File: src/rtl/game_select_mux.sv
// Active-game selector for the seven-segment games top level: cycles the selection over the
// enabled games, gates button pulses to the active game and muxes its value or number to the display.
module game_select_mux #(
    parameter int          NUM_GAMES   = 4,
    parameter int          NUM_BTNS    = 4,
    parameter int          VAL_W       = 4,
    parameter logic [23:0] SHOW_CYCLES = 24'd12_000_000,
    parameter int          BLANK_CODE  = 12,
    localparam int         SEL_W       = (NUM_GAMES > 2) ? $clog2(NUM_GAMES) : 1
) (
    input  logic                          clk,
    input  logic                          reset,
    input  logic                          switch_pulse,
    input  logic [NUM_BTNS-1:0]           btn_pulse,
    input  logic [NUM_GAMES-1:0]          game_enable,
    input  logic [NUM_GAMES*VAL_W-1:0]    game_values,
    output logic [SEL_W-1:0]              game_sel,
    output logic [NUM_GAMES*NUM_BTNS-1:0] btn_route,
    output logic [VAL_W-1:0]              display_value,
    output logic                          showing_index
);

    localparam int CNT_W = (SHOW_CYCLES == 24'd0) ? 1 : $clog2(int'(SHOW_CYCLES) + 1);
    localparam int SLOTS = 1 << SEL_W;
    localparam logic [CNT_W-1:0] SHOW_LOAD = CNT_W'(SHOW_CYCLES);
    localparam logic [VAL_W-1:0] BLANK_V   = VAL_W'(BLANK_CODE);

    if (NUM_GAMES < 2 || NUM_GAMES > 8 || NUM_BTNS < 1 || NUM_BTNS > 7 ||
        (1 << VAL_W) <= NUM_GAMES) begin : g_bad_params
        $error("game_select_mux: illegal parameter combination");
    end

    logic [SEL_W-1:0] sel;
    logic [SEL_W-1:0] nxt;
    logic [SEL_W-1:0] cand;
    logic [CNT_W-1:0] show_cnt;
    logic [SLOTS-1:0] en_pad;
    logic [VAL_W-1:0] val_pad [SLOTS];
    logic             found;
    logic             none_en;
    logic             sel_en;
    logic             showing;
    logic             route_ok;

    // Tables padded to a power of two so an out-of-range sel reads as a disabled, zero-valued slot.
    always_comb begin
        en_pad = '0;
        en_pad[NUM_GAMES-1:0] = game_enable;
        for (int g = 0; g < SLOTS; g++) begin
            val_pad[g] = '0;
        end
        for (int g = 0; g < NUM_GAMES; g++) begin
            val_pad[g] = game_values[g*VAL_W +: VAL_W];
        end
    end

    assign none_en = ~|game_enable;
    assign sel_en  = en_pad[sel];
    assign showing = (show_cnt != '0);

    // Circular search starting just after sel and ending on sel itself.
    always_comb begin
        nxt   = sel;
        cand  = '0;
        found = 1'b0;
        for (int k = 1; k <= NUM_GAMES; k++) begin
            cand = SEL_W'((int'(sel) + k) % NUM_GAMES);
            if (!found && en_pad[cand]) begin
                nxt   = cand;
                found = 1'b1;
            end
        end
    end

    always_ff @(posedge clk or posedge reset) begin
        if (reset) begin
            sel      <= '0;
            show_cnt <= '0;
        end else if (none_en) begin
            show_cnt <= '0;
        end else if (switch_pulse || !sel_en) begin
            sel      <= nxt;
            show_cnt <= SHOW_LOAD;
        end else if (showing) begin
            show_cnt <= show_cnt - CNT_W'(1);
        end
    end

    assign route_ok = sel_en && !showing && !switch_pulse;

    always_comb begin
        btn_route = '0;
        for (int g = 0; g < NUM_GAMES; g++) begin
            if (route_ok && sel == SEL_W'(g)) begin
                btn_route[g*NUM_BTNS +: NUM_BTNS] = btn_pulse;
            end
        end
    end

    always_comb begin
        if (none_en) begin
            display_value = BLANK_V;
        end else if (showing) begin
            display_value = VAL_W'(sel) + VAL_W'(1);
        end else begin
            display_value = val_pad[sel];
        end
    end

    assign game_sel      = sel;
    assign showing_index = showing;

endmodule

File: config.mk
export PLATFORM = sky130hd
export DESIGN_NAME = game_select_mux
export DESIGN_NICKNAME = d
export VERILOG_FILES = /design/src/rtl/game_select_mux.sv
export SDC_FILE = /design/constraint.sdc
export NUM_CORES = 1
export LEC_CHECK = 0
export CAP_MARGIN = 20
export CELL_PAD_IN_SITES_DETAIL_PLACEMENT = 1
export CELL_PAD_IN_SITES_GLOBAL_PLACEMENT = 1
export CORE_ASPECT_RATIO = 0.8
export CORE_MARGIN = 2
export CORE_UTILIZATION = 35
export DETAILED_ROUTE_END_ITERATION = 12
export PLACE_DENSITY_LB_ADDON = 0.1
export SYNTH_ARGS = -nofsm -noshare
export SYNTH_HDL_FRONTEND = slang
export SYNTH_SLANG_ARGS = --single-unit
File: constraint.sdc
create_clock -name clk -period 2.6 [get_ports clk]
set_input_delay 0.26 -clock clk [delete_from_list [all_inputs] [get_ports clk]]
set_output_delay 0.26 -clock clk [all_outputs]
set_load 0.05 [all_outputs]
==> impl_metrics.csv, run 1 <==
group,metric,value,unit
global_route,grt_max_degree,27,
cts,cts_buffers,3,
synth,synthesis.nets,256,
worst_setup_path,critPathKind,"reg -> out",
global_route,first_global_vias,1959,
global_route,gr-total-overflow,0,
synth,synth_top_family_by_area,"simple AND/OR/NAND/NOR gates",
cells_and_area,final_cell_mix,"clkdlybuf4s50_1, buf_4, dfrtp_1, buf_12, nor2_1",
worst_setup_path,max_stage_delay,440,ps
worst_setup_path,crit_chain,"nor4_4, nand2_1, nor3_4, buf_12, and3_2, and2_1, buf_12",
synth,ys_seq_area_frac,0.332,
sta,timing.final.crit_period,2470,ps
cells_and_area,seq_area,654,um^2
cells_and_area,layout_commonest_cell,"clkdlybuf4s50_1",
power_and_ir_drop,power.density,768,nW/um^2
placement,pre_cts_ws,-24.0,ps
synth,syn_inst,223,
die,dieArea,6210,um^2
drt,route.detailed.drc,0,
worst_setup_path,regToRegSetupSlack,380,ps
synth,netlist_area,1960,um^2
drt,via_per_inst,5.40,
synth,synth.avg_cell_area,8.78,um^2
drt,drtIter0Drc,101,
synth,synth_top_area_cell,"dfrtp_1",
global_route,grt_pass1_wl,10.2,mm
cts,ctsHoldBuffers,0,
placement,place_congestion,0.816,
cts,cts_tree,"built",
cts,htree_num_levels,1,
sta,finalHoldViolCount,0,
synth,synth_top_area_share,0.332,
worst_setup_path,cp_slowest_cell,"dfrtp_1",
synth,ys.warnings.count,0,
global_route,busiest_layer,"met2",
sta,drv_slew,0,
cells_and_area,n_antenna_cell,0,
sta,period_share,0.949,
synth,synth-simple-area-share,0.296,
cells_and_area,syn2layout_area_growth,52.9,%
placement,dp.final_hpwl,4.86,mm
cts,insertion_delay,280,ps
die,die_w,87.6,um
synth,async_flop_share,1.00,
synth,synth_fa_ha_area_frac,0.0383,
synth,synth_compound_area_frac,0.153,
worst_setup_path,cp_max_fo,14,
die,io_pins,50,
sta,worst_slack,133,ps
sta,skew,9.15,ps
min_path,hold_class,"in -> async",
placement,io_buffers,49,
synth,synth-edff-count,0,
global_route,antenna_found_initial,0,
worst_setup_path,r2r_cells,6,
run_status,status,"completed",
worst_setup_path,critPathLaunchType,"register",
global_route,use_met1,0.313,
cells_and_area,fin_nets,323,
die,rows,24,
synth,synth_mux_area_frac,0.0958,
sta,fmaxAchievable,405,MHz
power_and_ir_drop,power.leakage,1.20,nW
global_route,use_met2,0.319,
drt,wire_per_inst,17.1,um
drt,wirelength,6.28,mm
worst_setup_path,crit_arrival,2210,ps
drt,antenna_left,0,
cts,clockRootBuffer,"clkbuf_8",
die,die-height,70.9,um
sta,tightestPinTransition,501,ps
worst_setup_path,cp-end-kind,"output port",
die,core-area,5440,um^2
global_route,grt_util_met3,0.0385,
cells_and_area,final_layout_size_suffix_gt1_frac,0.273,
sta,setup_viol,0,
cells_and_area,fill_cells,614,
sta,whs,329,ps
cts,clkSlewWorstSetupHoldPaths,100,ps
cts,clk_path_buf_depth,2,
die,start_util,0.360,
synth,synthTopCellsByArea,"dfrtp_1, mux4_2, and2_1, a21oi_1, ha_1",
global_route,grt.total_usage,0.208,
worst_setup_path,cpMostUsedCell,"buf_12",
sta,relSlewSlack,0.665,
job,cap_viol_max_count,0,
power_and_ir_drop,ir_drop,0.630,mV
synth,synth-xor-area-share,0.0447,
drt,dr_total_vias,1981,
drt,first_pass_iters,4,
synth,synth-seq-cells,26,
synth,ys_types,51,
worst_setup_path,required,2340,ps
worst_setup_path,rr_endpoint,"show_cnt[14]",
cts,clock-sinks,26,
synth,ys.flop_type,"dfrtp_1",
cells_and_area,multiInputGateArea,1300,um^2
worst_setup_path,timing.rr.start,"show_cnt[3]",
[logic make-up (layout without fill, tap and decap cells)]
family	count (synthesis)	count (layout)
AND/OR/NAND/NOR	102	102
AO/OA/AOI/OAI	48	48
flip-flops	26	26
buffers and inverters	20	86
multiplexers	11	11
XOR/XNOR	10	10
adder cells (fa/ha/maj)	6	6
[worst max path at each step]
stage | start | end | slack, ps
global placement | game_enable[0] | btn_route[13] | 30
floorplan | game_sel[1] | btn_route[0] | 100
global route | show_cnt[3] | btn_route[9] | -2
CTS | show_cnt[12] | btn_route[11] | 0.02
detailed placement | game_enable[1] | btn_route[11] | -20
finish | show_cnt[3] | btn_route[9] | 130
[metal layers]
layer,vias to the layer above,part of all wire
met5,-,0
li1,941,-
met2,33,0.48
met3,4,0.035
met1,1003,0.48
met4,0,0.0067
[layout make-up]
class | instances | area share
Sequential cell | 26 | 0.219
Timing Repair Buffer | 72 | 0.283
Clock buffer | 4 | 0.0184
Inverter | 10 | 0.0125
Multi-Input combinational cell | 177 | 0.435
Tap cell | 78 | 0.0326
[flip-flops by register name, indices dropped and copies added (netlist names)]
register / cells
game_sel: 2
show_cnt: 24
[where the power goes]
| part | switching [W] | leakage (nW) | total (W) | internal, W |
|---|---|---|---|---|
| clock | 0.000136 | 0.0288 | 0.000272 | 0.000136 |
| combinational | 0.000775 | 0.865 | 0.00139 | 0.000617 |
| sequential | 0.000146 | 0.305 | 0.000636 | 0.000490 |
[worst max-delay path, delay by kind of cell (launching register included)]
kind          cells  cell delay [ps]
buf+inv           2              320
flops             1              440
simple gates      5             1160
[through the flow]
stage | total power, W | util | area, um^2 | instances | TNS (ps)
floorplan | 0.00157 | - | 1970 | 223 | 0
global placement | 0.00196 | 0.519 | 2820 | 356 | 0
detailed placement | 0.00199 | 0.519 | 2820 | 356 | -48.1
CTS | 0.00230 | 0.535 | 2910 | 361 | 0
global route | 0.00247 | 0.551 | 2990 | 367 | -2.21
finish | 0.00230 | 0.551 | 2990 | 367 | 0
[synthesized netlist by cell type, drive strengths merged (4+ instances only)]
| cell type | count |
|---|---|
| nand2 | 17 |
| nand3 | 6 |
| or4 | 4 |
| nor3 | 8 |
| nor4 | 6 |
| inv | 10 |
| a21oi | 15 |
| dfrtp | 26 |
| nand4 | 4 |
| or3 | 9 |
| nor2 | 18 |
| and3 | 5 |
| o21ai | 14 |
| clkbuf | 7 |
| xnor2 | 8 |
| ha | 6 |
| and2 | 16 |
| mux4 | 6 |
[repair_timing]
action                     CTS  global route
resized for setup            4            13
pin swaps                    2             3
setup endpoints to repair   18            19
buffers inserted             1             6
(Power assumes the default switching activity.)
==> run 2: changes to the inputs <==
- PLACE_DENSITY_LB_ADDON: 0.1 -> 0.25
- clock period: 2.6 -> 2.9 ns (I/O delays scaled with it)
==> run 2 against run 1 <==
  * Cell count decreased by 3.3%
  * Count of clock-buffer cells in the layout shrank 1
  * Highest routed layer unchanged
  * Critical path depth is the same
  * Clock power grew 14%
  * Clock skew is 4.8 ps lower
  * Combinational power is 12% lower
  * Sequential cell count unchanged
  * Sequential power fell by 16%
  * Largest power group unchanged
  * Via count down 3.0%
  * Hold slack improved by 38 ps
  * Register-to-register slack improved by 190 ps
  * Wire length fell by 6.1%
==> impl_metrics.csv, run 2 (synthesized netlist as in run 1, its figures left out) <==
group,metric,value,unit
placement,io_buffers,49,
cts,cts_setup_buffers,0,
sta,relSlewSlack,0.641,
placement,dpl.cell_count,351,
cells_and_area,layout_commonest_cell,"clkdlybuf4s50_1",
die,io_pins,50,
worst_setup_path,cp_max_fo,4,
sta,period_share,0.951,
power_and_ir_drop,switching_power,0.000927,W
cells_and_area,largest_register_ffs,24,
sta,tightestPinTransition,537,ps
worst_setup_path,required,2610,ps
power_and_ir_drop,power.density,725,nW/um^2
global_route,grt_pass1_wl,9.76,mm
drt,antenna_left,0,
cts,cts_tree,"built",
worst_setup_path,critPathKind,"reg -> out",
cells_and_area,final_cells,355,
global_route,first_global_vias,1976,
cells_and_area,final_cell_area,2840,um^2
cts,insertion_delay,280,ps
cts,clockRootBuffer,"clkbuf_8",
sta,rsz0062_at_grt,"no",
placement,dp.final_hpwl,4.66,mm
drt,wire_per_inst,16.6,um
power_and_ir_drop,p_int,0.00113,W
sta,drv_slew,0,
die,start_util,0.360,
sta,timing.final.crit_period,2760,ps
die,rows,24,
cells_and_area,fin_nets,311,
worst_setup_path,rr_endpoint,"show_cnt[23]",
drt,via_per_inst,5.41,
die,core-area,5440,um^2
worst_setup_path,r2r_cells,8,
cells_and_area,fill_cells,625,
sta,worst_slack,142,ps
global_route,gr-total-overflow,0,
min_path,hold_class,"in -> async",
sta,setup_viol,0,
cells_and_area,final_cell_mix,"clkdlybuf4s50_1, dfrtp_1, nor2_1, buf_12, nand2_1",
run_status,status,"completed",
placement,dpl_cell_area,2760,um^2
worst_setup_path,cp-end-kind,"output port",
cells_and_area,syn2layout_area_growth,45.1,%
drt,dr_total_vias,1922,
cts,ctsResizeCount,0,
cells_and_area,utilization,0.523,
sta,fmaxAchievable,363,MHz
job,cap_viol_max_count,0,
sta,finalHoldViolCount,0,
power_and_ir_drop,ir_drop,0.320,mV
global_route,grt.total_usage,0.199,
power_and_ir_drop,clock_power_share,0.150,
drt,first_pass_iters,4,
drt,drtIter0Drc,124,
cts,clkSlewWorstSetupHoldPaths,100,ps
die,dieArea,6210,um^2
worst_setup_path,regToRegSetupSlack,570,ps
cts,clk_path_buf_depth,2,
drt,route.detailed.drc,0,
placement,place_congestion,0.824,
cells_and_area,n_antenna_cell,0,
cts,clock-sinks,26,
sta,skew,4.31,ps
cells_and_area,regMostFlops,"show_cnt",
cts,ctsHoldBuffers,0,
drt,wirelength,5.90,mm
power_and_ir_drop,p_seq_frac,0.260,
global_route,grt_max_degree,27,
worst_setup_path,crit_arrival,2470,ps
sta,tns,0,ps
power_and_ir_drop,switching_share,0.450,
cts,htree_num_levels,1,
worst_setup_path,critPathLaunchType,"register",
die,die-height,70.9,um
power_and_ir_drop,power.leakage,1.12,nW
worst_setup_path,timing.rr.start,"show_cnt[0]",
cells_and_area,final_layout_size_suffix_gt1_frac,0.188,
placement,pre_cts_ws,280,ps
cts,cts_buffers,3,
die,die_w,87.6,um
power_and_ir_drop,p_comb_frac,0.590,
global_route,antenna_found_initial,0,
-- run 2: changes by cell type in the layout (fill, tap and decap cells not counted), moves of 2 or more --
cell     delta
dfrtp_2     -3
and2_4      -3
nor4_4      -2
dfrtp_1     +3
buf_4      -11
and3_1      +2
and2_1      +3
-- run 2: metal layers --
layer  part of all wire  track usage
met5                  0            0
met2               0.47        0.322
met1               0.49        0.288
met4             0.0042       0.0222
met3              0.035       0.0362
-- run 2: power groups by stage --
stage / sequential [W] / combinational [W] / clock [W]
4_1_cts: 0.000532 / 0.00123 / 0.000312
6_report: 0.000536 / 0.00122 / 0.000310
5_1_grt: 0.000549 / 0.00133 / 0.000333
2_1_floorplan: 0.000565 / 0.000827 / 0
3_5_place_dp: 0.000539 / 0.00122 / 0
3_3_place_gp: 0.000534 / 0.00119 / 0
-- run 2: how the worst max path moves through the flow --
stage / from / to / cells past startpoint
floorplan: game_sel[0] / display_value[1] / 6
global placement: game_enable[2] / btn_route[15] / 6
detailed placement: game_enable[2] / btn_route[15] / 6
CTS: show_cnt[0] / display_value[0] / 7
global route: show_cnt[0] / display_value[0] / 7
finish: show_cnt[0] / display_value[0] / 7
-- run 2: stage by stage --
step | hold WS, ps | total power, W
2_1_floorplan | 330 | 0.00139
3_3_place_gp | 530 | 0.00172
3_5_place_dp | 552 | 0.00176
6_report | 367 | 0.00206
4_1_cts | 383 | 0.00207
5_1_grt | 406 | 0.00221
-- run 2: final cells by class --
type                       count  area [um^2]  area share
multi-input combinational    177         1240       0.436
inverter                      10         37.5      0.0132
tap                           78         97.6      0.0343
clock buffer                   3         41.3      0.0145
sequential                    26          651       0.229
timing repair buffer          60          746       0.262
clock inverter                 1         30.0      0.0106
-- run 2: critical path: stages, from the launching register on --
cell,delay (ps)
dfrtp_1,410
inv_1,130
ha_1,160
nor3b_1,270
nand4_1,260
or2_0,390
o311a_1,400
buf_12,160
